$ cat src/rtl/hazard_ctrl.sv
// Hazard controller for the 5-stage pipeline: forwarding, load-use stalls,
// branch flushes, memory-wait freezes, timeout flag and event counters.
module hazard_ctrl #(
   parameter int RA_W        = 5,
   parameter int MEM_TIMEOUT = 16,
   parameter int CNT_W       = 16
) (
   input  logic             clk,
   input  logic             rst,
   input  logic [RA_W-1:0]  Rs1_D,
   input  logic [RA_W-1:0]  Rs2_D,
   input  logic [RA_W-1:0]  Rs1_E,
   input  logic [RA_W-1:0]  Rs2_E,
   input  logic [RA_W-1:0]  RD_E,
   input  logic             ResultSrcE,
   input  logic             PCSrcE,
   input  logic             RegWriteM,
   input  logic             RegWriteW,
   input  logic [RA_W-1:0]  RD_M,
   input  logic [RA_W-1:0]  RD_W,
   input  logic             MemReqM,
   input  logic             MemReadyM,
   output logic [1:0]       ForwardAE,
   output logic [1:0]       ForwardBE,
   output logic             StallF,
   output logic             StallD,
   output logic             StallE,
   output logic             StallM,
   output logic             FlushD,
   output logic             FlushE,
   output logic             FlushW,
   output logic             MemTimeout,
   output logic [CNT_W-1:0] StallCount,
   output logic [CNT_W-1:0] FlushCount
);

   localparam int WC_W = $clog2(MEM_TIMEOUT + 1);

   typedef enum logic [1:0] {
      IDLE,
      WAIT,
      ERR
   } memState_t;

   memState_t       state;
   logic [WC_W-1:0] waitCnt;
   logic            timeoutHit;
   logic            memStall;
   logic            loadUse;

   function automatic logic [1:0] fwdSel(
      input logic [RA_W-1:0] rs
   );
      if (RegWriteM && RD_M != '0 && RD_M == rs)
         return 2'b10;
      else if (RegWriteW && RD_W != '0 && RD_W == rs)
         return 2'b01;
      else
         return 2'b00;
   endfunction

   assign timeoutHit = (state == WAIT) && !MemReadyM
                     && (waitCnt == WC_W'(MEM_TIMEOUT - 1));

   assign memStall = ((state == IDLE) && MemReqM && !MemReadyM)
                   || ((state == WAIT) && !MemReadyM && !timeoutHit);

   assign loadUse = ResultSrcE && (RD_E != '0)
                  && (RD_E == Rs1_D || RD_E == Rs2_D);

   // Everything is held low while reset is asserted, even mid-wait.
   always_comb begin
      ForwardAE = 2'b00;
      ForwardBE = 2'b00;
      StallF    = 1'b0;
      StallD    = 1'b0;
      StallE    = 1'b0;
      StallM    = 1'b0;
      FlushD    = 1'b0;
      FlushE    = 1'b0;
      FlushW    = 1'b0;
      if (rst) begin
         ForwardAE = fwdSel(Rs1_E);
         ForwardBE = fwdSel(Rs2_E);
         priority case (1'b1)
            memStall: begin
               StallF = 1'b1;
               StallD = 1'b1;
               StallE = 1'b1;
               StallM = 1'b1;
               FlushW = 1'b1;
            end
            PCSrcE: begin
               FlushD = 1'b1;
               FlushE = 1'b1;
            end
            loadUse: begin
               StallF = 1'b1;
               StallD = 1'b1;
               FlushE = 1'b1;
            end
            default: ;
         endcase
      end
   end

   always_ff @(posedge clk or negedge rst) begin
      if (!rst) begin
         state      <= IDLE;
         waitCnt    <= '0;
         MemTimeout <= 1'b0;
      end else begin
         unique case (state)
            IDLE: begin
               if (MemReqM && !MemReadyM) begin
                  state   <= WAIT;
                  waitCnt <= WC_W'(1);
               end
            end
            WAIT: begin
               if (MemReadyM) begin
                  state <= IDLE;
               end else if (timeoutHit) begin
                  state      <= ERR;
                  MemTimeout <= 1'b1;
               end else begin
                  waitCnt <= waitCnt + WC_W'(1);
               end
            end
            ERR:     state <= IDLE;
            default: state <= IDLE;
         endcase
      end
   end

   always_ff @(posedge clk or negedge rst) begin
      if (!rst) begin
         StallCount <= '0;
         FlushCount <= '0;
      end else begin
         if (StallF && StallCount != '1)
            StallCount <= StallCount + CNT_W'(1);
         if (FlushE && FlushCount != '1)
            FlushCount <= FlushCount + CNT_W'(1);
      end
   end

endmodule

$ cat config.mk
export PLATFORM = sky130hd
export DESIGN_NAME = hazard_ctrl
export DESIGN_NICKNAME = d
export VERILOG_FILES = /design/src/rtl/hazard_ctrl.sv
export SDC_FILE = /design/constraint.sdc
export NUM_CORES = 1
export LEC_CHECK = 0
export BUFFER_PORTS_ARGS = -buffer_cell sky130_fd_sc_hd__buf_2
export CAP_MARGIN = 20
export CORE_ASPECT_RATIO = 1.2
export CORE_MARGIN = 10
export CORE_UTILIZATION = 35
export CTS_CLUSTER_SIZE = 20
export DETAILED_ROUTE_END_ITERATION = 8
export PLACE_DENSITY = 0.69
export RECOVER_POWER = 100
export SYNTH_ARGS = -nofsm -noshare
export SYNTH_HDL_FRONTEND = slang
export SYNTH_SLANG_ARGS = --single-unit
export TNS_END_PERCENT = 10
$ cat constraint.sdc
create_clock -name clk -period 7.89 [get_ports clk]
set_input_delay 2.367 -clock clk [delete_from_list [all_inputs] [get_ports clk]]
set_output_delay 2.367 -clock clk [all_outputs]
set_load 0.1 [all_outputs]
# Yosys cells after proc, flatten, opt, wreduce, memory -nomap -nowiden
# Cells that the tools add are included.
[totals]
register_bits = 40
latch_bits = 0
ramBits = 0
romBits = 0
inputBits = 43
output_inout_bits = 44
elab_cells = 77
n_memories = 0
[classes]
addsub = 3
multipliers = 0
n_div = 0
order_cmp = 0
eq_ne = 14
n_shift = 0
muxes = 26
bitwise = 1
n_reduce_logical = 28
[ops]
columns = ["operator", "count"]
rows = [
  ["$add A16 B1 Y16 const B", 2],
  ["$ne A16 B16 Y1 const B", 2],
  ["$eq A5 B5 Y1", 6],
  ["$logic_and A1 B1 Y1", 16],
  ["$mux W5", 3],
  ["$reduce_bool A5 Y1", 3],
  ["$mux W1", 14],
  ["$mux W2", 7],
  ["$pmux W5 S2", 1],
  ["$add A5 B1 Y5 const B", 1],
  ["$eq A5 B4 Y1 const B", 1],
  ["$ne A2 B2 Y1 const B", 2],
  ["$pmux W2 S2", 1],
  ["$reduce_and A4 Y1", 1],
  ["$ne A3 B3 Y1 const B", 1],
  ["$reduce_and A3 Y1", 1],
  ["$eq A2 B1 Y1 const B", 1],
  ["$logic_not A1 Y1", 2],
  ["$logic_not A2 Y1", 1],
  ["$logic_or A1 B1 Y1", 2],
  ["$ne A2 B1 Y1 const B", 1],
  ["$reduce_and A2 Y1", 1],
  ["$reduce_bool A2 Y1", 1],
  ["$not A1 Y1", 1],
]

# Logic depth before layout (Yosys ltp)
# Gate-level depths: netlist of run 1.
[logic_depth]
depth_word = 9
ltp_mapped = 11
ltp_nobuf = 9

# Worst setup path before layout of run 1
# OpenSTA, ideal clock, no wires.
[synth_timing]
kind = "in2out"
startpoint = "input port RD_M[1]"
endpoint = "output port ForwardAE[0]"
t_arrival_ns = 6.109
required_ns = 5.523
slack_ns = -0.586
cell_stages = 4
n_path_buf = 0
path_cell_list = "or4_1 o21ai_0 nor4_1 nor4_1"
[synth_between]
elab_chain_cells = 5
word_cells_on_any_way = 6
classes_between = "eq/ne: 1; mux: 2; reduce/logical: 3"
[synth_rtl]
columns = ["item", "line", "text"]
rows = [
  ["start, declared", "19", "input logic [RA_W-1:0] RD_M,"],
  ["$reduce_bool A5 Y1", "54", "if (RegWriteM && RD_M != '0 && RD_M == rs)"],
  ["$logic_and A1 B1 Y1", "54", ""],
  ["$logic_and A1 B1 Y1 (*)", "54", ""],
  ["$mux W2 (*)", "54", ""],
  ["$mux W2 (*)", "82", "if (rst) begin"],
  ["end, declared", "23", "output logic [1:0] ForwardAE,"],
]
# Mark *: on every way between the ends. The rest lies on a longest branch, timed or not.

# Worst setup path after layout of run 1
[layout_timing]
startpoint = "input port RD_M[1]"
endpoint = "output port ForwardBE[0]"
[layout_between]
elab_chain_cells = 5
word_cells_on_any_way = 6
classes_between = "eq/ne: 1; mux: 2; reduce/logical: 3"
[layout_rtl]
columns = ["item", "line", "text"]
rows = [
  ["$reduce_bool A5 Y1", "54", ""],
  ["$logic_and A1 B1 Y1", "54", ""],
  ["$logic_and A1 B1 Y1 (*)", "54", ""],
  ["$mux W2 (*)", "54", ""],
  ["$mux W2 (*)", "82", ""],
  ["end, declared", "24", "output logic [1:0] ForwardBE,"],
]
# Marked as above.

==> results.md, run 1 <==
* Routed met3 length at 387 um
* Worst r2r src: waitCnt[0]$_DFFE_PN0P_
* Max Fclk at 145 MHz
* Post-synth top area share at 39.9%
* Ys flop type: dfrtp_1
* Critical path class: primary input to primary output
* Commonest cells after routing, fill and taps aside: 47 x buf_2, 40 x dfrtp_1, 40 x clkbuf_1
* Syn Inst Count at 240
* Number of synthesized flops with an enable pin at 0
* Synthesized area at 2510 um2
* Worst Max-Slew Pin Slew at 1.59 ns
* Design area at 3010 um2
* DRC violations left at 0
* Multi-input gate area at 1390 um2
* Hold Buf Count CTS at 0
* Endpoints failing hold at 0
* DP Wirelength at 4960 um
* CP endpoint: ForwardBE[0]
* Post-layout util at 43.6%
* Status: complete, but fails checks
* Violated checks: max-capacitance violations, max-slew violations
* Post-DRT Antenna Nets at 0
* Sequential cell area at 1000 um2
* First-pass GRT wire length at 10,500 um
* Psw at 0.387 mW
* Internal Pwr Total at 0.362 mW
* Overflow after GRT at 0
* Port Buf Inserts at 86
* Clock-pin transition on the worst setup and hold timing paths at 0.09 ns
* Largest cells by area after synthesis: dfrtp_1 40%, xor2_1 10%, xnor2_1 10%
* #FFs+latches synth at 40
* Most common cell after layout, fill and taps aside: buf_2
* Setup crit end kind: primary output
* Syn Nets at 287
* Area grow syn2layout at 20.0%
* Register-to-Register Setup Slack at 4.38 ns
* Clock Latency Late Sink at 0.29 ns
* First DRT Iteration DRCs at 100
* Clk pwr share at 18.5%
* Maxcap violations at 1
* Critical path launch point: RD_M[1]
* Worst VDD drop at 0.278 mV
* H-tree Lvls at 2
* Final min period at 6.90 ns
* Seq/Total Area, Yosys at 39.9%
* Critical Path AT at 4.54 ns
* Root Driver: clkbuf_8
* Relative slew slack at -6.27%
* Req. time, crit path at 5.52 ns
* WL met2 at 3090 um
* Share of layout cells above drive strength 1 at 22.2%
* Core region area at 6900 um2
* Post_cts resized at 0
* Gr usage total at 11.1%
* Reg2reg path depth at 9
* Static leakage at 1.34 nW
* Sw frac at 51.6%
* Initial Util at 36.3%
* Total CTS buffers at 5
* RSZ-0062 raised after global routing: no
* Post-synth top area cell: dfrtp_1
* Die area at 11,000 um2
* Ant. Diodes at 0
* Clk_skew at 0.00565 ns
* Worst reg2reg path endpoint: FlushCount[6]$_DFFE_PN0P_
* CP Launch Type: primary input
* Die width at 97.2 um
* Final Setup Violations at 0
* WL met1 at 2540 um
* Final worst-path cycle share at 87.5%
* Crit path max fanout at 3
* Drt wl/cell at 14.7 um
* Vias in the first global route at 2,295
* Largest net degree at the start of global routing at 37
* Post-CTS Setup Inserts at 0
* CTS tree: done
* Sequential fraction of design power at 36.7%
* Clk sinks at 40
* Pwr dens at 249 nW/um2
* Drt pass-1 iters at 4
* Tightest Hold Check Type: flip-flop to flip-flop
* Yosys warns at 0
* Async S/R FF share, synth at 100%
* Io pins at 87
* # nets final at 375
* Max Used Layer: met4
* Fillers at 690
* Post-Route WL at 6100 um
* Cell Area, Placed at 3020 um2
* Initial antenna violation count at 0
* Synth unique cells at 50
* Via/cell ratio at 5.05
* Comb pwr share at 44.8%
* Row count at 33
* Syn Area/Cell at 10.4 um2
* Vias at 2,101
* Slew Limit Fails at 16
* Max clock buf depth at 2
* Die H at 113 um
* Gpl congestion at 0.794
-- stage by stage --
stage	std cells	hold WS (ns)	total power, mW	setup slack, ns	setup TNS (ns)
after floorplan	240	0.488	0.557	-0.586	-0.586
after global placement	408	0.446	0.624	1.48	0
after detailed placement	408	0.453	0.630	1.43	0
after CTS	416	0.474	0.770	1.42	0
after global routing	416	0.498	0.791	0.723	0
final	416	0.474	0.749	0.987	0
-- worst max-delay path: stages --
cell and delay, ns:
buf_2 0.12, or4_1 0.50, o21ai_0 0.24, nor4_1 0.12, nor4_1 0.28, clkbuf_1 0.90
-- worst min-delay path by stage --
stage | from | to | slack, ns | depth (start not counted)
4_1_cts | MemTimeout$_DFFE_PN0P_ | MemTimeout$_DFFE_PN0P_ | 0.47 | 1
3_5_place_dp | MemTimeout$_DFFE_PN0P_ | MemTimeout$_DFFE_PN0P_ | 0.45 | 1
5_1_grt | MemTimeout$_DFFE_PN0P_ | MemTimeout$_DFFE_PN0P_ | 0.50 | 1
6_report | MemTimeout$_DFFE_PN0P_ | MemTimeout$_DFFE_PN0P_ | 0.47 | 1
3_3_place_gp | MemTimeout$_DFFE_PN0P_ | MemTimeout$_DFFE_PN0P_ | 0.45 | 1
2_1_floorplan | waitCnt[4]$_DFFE_PN0P_ | waitCnt[4]$_DFFE_PN0P_ | 0.49 | 1
-- power groups by stage --
stage               Sequential [mW]  Combinational, mW  Clock, mW
detailed placement            0.278              0.351          0
finish                        0.275              0.336      0.138
CTS                           0.274              0.352      0.144
global placement              0.276              0.348          0
floorplan                     0.459             0.0979          0
global route                  0.282              0.356      0.152
-- cell type report --
cell class / count / area share, %
multi-input cells: 188 / 46.2
clock inverters: 3 / 0.790
inverters: 4 / 0.499
well taps: 87 / 3.62
repair buffers: 89 / 13.3
flip-flops and latches: 40 / 33.3
clock buffers: 5 / 2.29
-- kinds of logic after synthesis --
logic type | after synthesis | share of synthesized area (%)
xor+xnor | 59 | 20.6
mux | 4 | 1.90
compound gates | 21 | 7.14
buf+inv | 12 | 2.95
flops | 40 | 39.9
fa+ha+maj | 4 | 2.00
simple gates | 100 | 25.5
-- flip-flops by register name, summed over array words and instances (netlist names) --
register,count
FlushCount,16
state,2
MemTimeout,1
waitCnt,5
StallCount,16
-- synthesized netlist by cell type (2+ instances only) --
| library cell | n |
|---|---|
| nand2_1 | 19 |
| mux2_2 | 2 |
| buf_6 | 2 |
| or2_2 | 2 |
| nor4_1 | 4 |
| nor2_2 | 2 |
| nor3_1 | 3 |
| ha_1 | 4 |
| nor3_2 | 4 |
| xnor2_1 | 29 |
| or4_1 | 5 |
| and3_1 | 7 |
| a21oi_1 | 2 |
| and2_1 | 5 |
| buf_4 | 3 |
| inv_1 | 3 |
| a22o_1 | 4 |
| nor2b_1 | 2 |
| and4_1 | 3 |
| nor3b_2 | 3 |
| dfrtp_1 | 40 |
| nand3_1 | 11 |
| o21ai_0 | 5 |
| nor4b_1 | 4 |
| buf_2 | 2 |
| nor2_1 | 5 |
| xor2_1 | 30 |
| nand4_1 | 11 |
| nand2b_1 | 3 |
-- metal layers --
metal	vias to the layer above	track usage [%]
li1	1026	-
met1	1005	12.0
met2	64	19.4
met3	6	4.08
met4	0	3.98
met5	-	0
Note: power is estimated with default switching activity, not from simulation.
==> run 2, diff against run 1 <==
--- a/config.mk
+++ b/config.mk
@@ -6,13 +6,12 @@
 export NUM_CORES = 1
 export LEC_CHECK = 0
 export BUFFER_PORTS_ARGS = -buffer_cell sky130_fd_sc_hd__buf_2
-export CAP_MARGIN = 20
 export CORE_ASPECT_RATIO = 1.2
 export CORE_MARGIN = 10
 export CORE_UTILIZATION = 35
 export CTS_CLUSTER_SIZE = 20
 export DETAILED_ROUTE_END_ITERATION = 8
-export PLACE_DENSITY = 0.69
+export PLACE_DENSITY = 0.72
 export RECOVER_POWER = 100
 export SYNTH_ARGS = -nofsm -noshare
 export SYNTH_HDL_FRONTEND = slang
==> constraint.sdc (replaced) <==
create_clock -name clk -period 6.24 [get_ports clk]
set_input_delay 1.872 -clock clk [delete_from_list [all_inputs] [get_ports clk]]
set_output_delay 1.872 -clock clk [all_outputs]
set_load 0.1 [all_outputs]
==> run 2 against run 1 <==
  * The flow still finishes with violations (max-capacitance violations, max-slew violations)
  * Utilization is essentially flat
  * Cell count is the same
  * Combinational power is 26% higher
  * Global-route usage up 0.21 points
  * Total power up 32%
  * Register-to-register slack got worse by 1.6 ns
  * Critical endpoint is now ForwardBE[1]
  * Largest power group unchanged
==> results.md, run 2 (synthesized netlist as in run 1, its figures left out) <==
* Share of layout cells above drive strength 1 at 21.3%
* Endpoints failing hold at 0
* Area grow syn2layout at 20.1%
* # nets final at 375
* DRC violations left at 0
* Worst Max-Slew Pin Slew at 1.59 ns
* Setup crit end kind: primary output
* Largest net degree at the start of global routing at 39
* Max Fclk at 176 MHz
* H-tree Lvls at 2
* Post-Route WL at 6260 um
* Commonest cells after routing, fill and taps aside: 42 x buf_2, 42 x clkbuf_1, 40 x dfrtp_1
* Via/cell ratio at 5.00
* Io pins at 87
* Worst VDD drop at 0.312 mV
* Clk_skew at 0.00919 ns
* Max clock buf depth at 2
* Slew Limit Fails at 16
* Critical Path AT at 3.81 ns
* Initial Util at 36.3%
* CP endpoint: ForwardBE[1]
* Overflow after GRT at 0
* Clk sinks at 40
* Vias in the first global route at 2,309
* Row count at 33
* Cell Area, Placed at 3020 um2
* Req. time, crit path at 4.37 ns
* Post_cts resized at 0
* Initial antenna violation count at 0
* Ant. Diodes at 0
* Vias at 2,082
* Status: complete, but fails checks
* Port Buf Inserts at 86
* Tightest Hold Check Type: flip-flop to flip-flop
* Design area at 3010 um2
* Final min period at 5.68 ns
* CP Launch Type: primary input
* First DRT Iteration DRCs at 63
* Root Driver: clkbuf_8
* Gr usage total at 11.3%
* Reg2reg path depth at 9
* Register-to-Register Setup Slack at 2.78 ns
* Static leakage at 1.34 nW
* CTS tree: done
* First-pass GRT wire length at 10,700 um
* Clock-pin transition on the worst setup and hold timing paths at 0.09 ns
* Worst r2r src: waitCnt[0]$_DFFE_PN0P_
* Pwr dens at 329 nW/um2
* Die H at 113 um
* Top Registers: FlushCount x16, StallCount x16, waitCnt x5
* Die width at 97.2 um
* Gpl congestion at 0.974
* Post-layout util at 43.7%
* Relative slew slack at -6.53%
* Die area at 11,000 um2
* Clock Latency Late Sink at 0.29 ns
* Violated checks: max-capacitance violations, max-slew violations
* Drt pass-1 iters at 4
* Post-DRT Antenna Nets at 0
* Final worst-path cycle share at 91.0%
* Hold Buf Count CTS at 0
* Critical path launch point: Rs2_E[0]
* DP Wirelength at 5060 um
* Post-CTS Setup Inserts at 0
* Core region area at 6900 um2
* Crit path max fanout at 2
* Critical path class: primary input to primary output
* Final Setup Violations at 0
* Maxcap violations at 1
* Worst reg2reg path endpoint: FlushCount[15]$_DFFE_PN0P_
* RSZ-0062 raised after global routing: no
* Total CTS buffers at 5
* Drt wl/cell at 15.0 um
==> run 2: metrics by stage <==
step	worst slack (ns)	power [mW]	setup TNS, ns	hold WS [ns]	instances
2_1_floorplan	-0.0614	0.705	-0.123	0.488	240
3_3_place_gp	0.818	0.790	0	0.444	408
3_5_place_dp	0.757	0.799	0	0.448	408
4_1_cts	0.757	1.02	0	0.472	416
5_1_grt	0.391	1.04	0	0.486	416
6_report	0.563	0.990	0	0.469	416
==> run 2: how the worst min path moves through the flow <==
stage | end | depth (start not counted) | slack (ns) | from
6_report | MemTimeout$_DFFE_PN0P_ | 1 | 0.47 | MemTimeout$_DFFE_PN0P_
2_1_floorplan | waitCnt[4]$_DFFE_PN0P_ | 1 | 0.49 | waitCnt[4]$_DFFE_PN0P_
5_1_grt | MemTimeout$_DFFE_PN0P_ | 1 | 0.49 | MemTimeout$_DFFE_PN0P_
3_5_place_dp | MemTimeout$_DFFE_PN0P_ | 1 | 0.45 | MemTimeout$_DFFE_PN0P_
3_3_place_gp | MemTimeout$_DFFE_PN0P_ | 1 | 0.44 | MemTimeout$_DFFE_PN0P_
4_1_cts | MemTimeout$_DFFE_PN0P_ | 1 | 0.47 | MemTimeout$_DFFE_PN0P_
==> run 2: final cells by class <==
cell class,instances,area (um2)
tap,87,109
clock inverter,3,46.3
timing repair buffer,89,395
inverter,4,15.0
sequential,40,1000
clock buffer,5,68.8
fill,702,3880
multi-input combinational,188,1380
==> run 2: critical path, stage by stage <==
cell	delay [ns]
buf_2	0.12
xnor2_1	0.16
nand3_1	0.10
nor4_1	0.48
and2_1	0.20
clkbuf_1	0.87
==> run 2: per-layer routing <==
layer	share of wire (%)	vias up	wire (um)	track usage, %
li1	-	1026	-	-
met5	0	-	0	0
met2	46	79	2880	18.9
met4	1.2	0	72	3.79
met3	7.5	6	469	3.65
met1	45	971	2830	13.4
==> run 2: report_power, final <==
group	internal, mW	leakage, nW	switching [mW]
clock network	0.121	0.0548	0.0967
registers	0.298	0.534	0.0500
logic	0.0803	0.750	0.344
total	0.499	1.34	0.491
==> run 3, diff against run 2 <==
--- a/config.mk
+++ b/config.mk
@@ -7,7 +7,7 @@
 export LEC_CHECK = 0
 export BUFFER_PORTS_ARGS = -buffer_cell sky130_fd_sc_hd__buf_2
 export CORE_ASPECT_RATIO = 1.2
-export CORE_MARGIN = 10
+export CORE_MARGIN = 4
 export CORE_UTILIZATION = 35
 export CTS_CLUSTER_SIZE = 20
 export DETAILED_ROUTE_END_ITERATION = 8
==> run 3 against run 2 <==
  * The run still ends with max-capacitance violations, max-slew violations left
  * Critical path type unchanged
  * Highest routed layer unchanged
  * Worst hold slack better by 0.014 ns
  * Global-route usage is 2.3 points higher
  * Sequential cell count stayed put
  * Via count is 0.82% higher
  * Worst setup slack worse by 0.018 ns
  * Utilization is 0.091 points higher
==> results.md, run 3 (synthesized netlist as in run 1, its figures left out) <==
* First-pass GRT wire length at 9570 um
* Initial antenna violation count at 0
* Psw at 0.487 mW
* Post-CTS Setup Inserts at 0
* Critical Path AT at 3.82 ns
* Multi-input gate area at 1380 um2
* Core region area at 6900 um2
* Status: complete, but fails checks
* Setup crit end kind: primary output
* Top Registers: FlushCount x16, StallCount x16, waitCnt x5
* Drt pass-1 iters at 6
* Critical path launch point: Rs2_E[0]
* RSZ-0062 raised after global routing: no
* Clk pwr share at 21.9%
* Most common cell after layout, fill and taps aside: clkbuf_1
* CP cell instances: buf_2, xnor2_1, nand3_1, nor4_1, and2_1, clkbuf_1
* Post_cts resized at 0
* CP Launch Type: primary input
* Tightest Hold Check Type: flip-flop to flip-flop
* Max Fclk at 176 MHz
* Max incr delay on CP at 0.86 ns
* CP Buf/Inv Count at 2
* Comb pwr share at 42.8%
* Req. time, crit path at 4.37 ns
* Final worst-path cycle share at 91.3%
* Sequential fraction of design power at 35.3%
* Endpoints failing hold at 0
* Hold_sp: MemTimeout$_DFFE_PN0P_
* Ant. Diodes at 0
* Sequential cell area at 1000 um2
* DP Wirelength at 4410 um
* Clock-pin transition on the worst setup and hold timing paths at 0.09 ns
* Die area at 8580 um2
* Area grow syn2layout at 20.4%
* H-tree Lvls at 2
* Final Non-Filler Cells at 415
* Max clock buf depth at 2
* Commonest cells after routing, fill and taps aside: 43 x clkbuf_1, 40 x dfrtp_1, 40 x buf_2
* Largest net degree at the start of global routing at 52
* Initial Util at 36.3%
* Post-DRT Antenna Nets at 0
* Crit path max fanout at 2
* Port Buf Inserts at 86
* First DRT Iteration DRCs at 108
* Relative slew slack at -11.7%
* Internal Pwr Total at 0.499 mW
* Final Setup Violations at 0
* Maxcap violations at 1
* Share of layout cells above drive strength 1 at 20.7%
* Overflow after GRT at 0
* Vias at 2,099
* Crit path max-delay family: buffers and inverters
* Setup TNS at 0 ns
* Post-Route WL at 5670 um
* Vias in the first global route at 2,102
* # nets final at 374
* Root Driver: clkbuf_8
* Fillers at 670
* CTS tree: done
* Worst r2r src: waitCnt[0]$_DFFE_PN0P_
* Pwr dens at 327 nW/um2
* Worst Max-Slew Pin Slew at 1.67 ns
* Total CTS buffers at 5
* Via/cell ratio at 5.06
* Clk sinks at 40
* Hold Buf Count CTS at 0
* Worst VDD drop at 0.355 mV
* Sw frac at 49.4%
* Clock Latency Late Sink at 0.29 ns
* Slew Limit Fails at 16
* Placed Cells at 407
* Clk_skew at 0.00919 ns
* Static leakage at 1.33 nW
* Violated checks: max-capacitance violations, max-slew violations
* Row count at 33
* Die width at 85.2 um
* Tot Pwr at 0.986 mW
* Io pins at 87
* Die H at 101 um
* Gpl congestion at 0.917
* Final min period at 5.70 ns
* Drt wl/cell at 13.7 um
* DRC violations left at 0
* CP max-delay cell: clkbuf_1
* Gr usage total at 13.6%
* Critical path class: primary input to primary output
run 3: cell types whose count changed in the layout (fill, tap and decap cells not counted), sizes merged:
cell / previous run / this run
clkbuf: 51 / 52
buf: 43 / 41
run 3: final cells by class:
class                           count  area share, %
Sequential cell                    40           33.2
Inverter                            4          0.498
Clock buffer                        5           2.28
Clock inverter                      3           1.53
Multi-Input combinational cell    188           45.6
Timing Repair Buffer               88           13.3
Tap cell                           87           3.61
run 3: stage by stage:
stage                     area [um2]  setup WS (ns)  hold WS (ns)  util, %
after detailed placement        3030          0.750         0.449     43.9
after CTS                       3140          0.760         0.479     45.6
after global routing            3020          0.411         0.511     43.7
final                           3020          0.545         0.483     43.7
after global placement          3030          0.832         0.448     43.9
after floorplan                 2520        -0.0614         0.488        -
run 3: worst paths after layout:
kind	endpoint	slack (ns)	cells after the start
worst max-delay path	ForwardBE[1]	0.54	6
worst min-delay path	MemTimeout$_DFFE_PN0P_	0.48	1
worst max register to register	FlushCount[4]$_DFFE_PN0P_	2.73	9
worst min register to register	MemTimeout$_DFFE_PN0P_	0.48	1
max in group asynchronous	StallCount[12]$_DFFE_PN0P_	4.26	2
min in group asynchronous	FlushCount[6]$_DFFE_PN0P_	1.75	2
run 3: power by group through the flow:
stage	clock [mW]	sequential, mW	combinational (mW)
after floorplan	0	0.580	0.124
after global placement	0	0.350	0.438
after detailed placement	0	0.352	0.443
after CTS	0.226	0.347	0.443
after global routing	0.236	0.356	0.444
final	0.216	0.348	0.422
run 3: layer usage:
metal  GRT usage, %  wire length, um  vias to the layer above
met5              0                0                        -
met4           5.60              149                        0
met3           3.60              494                       10
met2           22.7             2600                       81
met1           16.6             2420                      987
li1               -                -                     1021
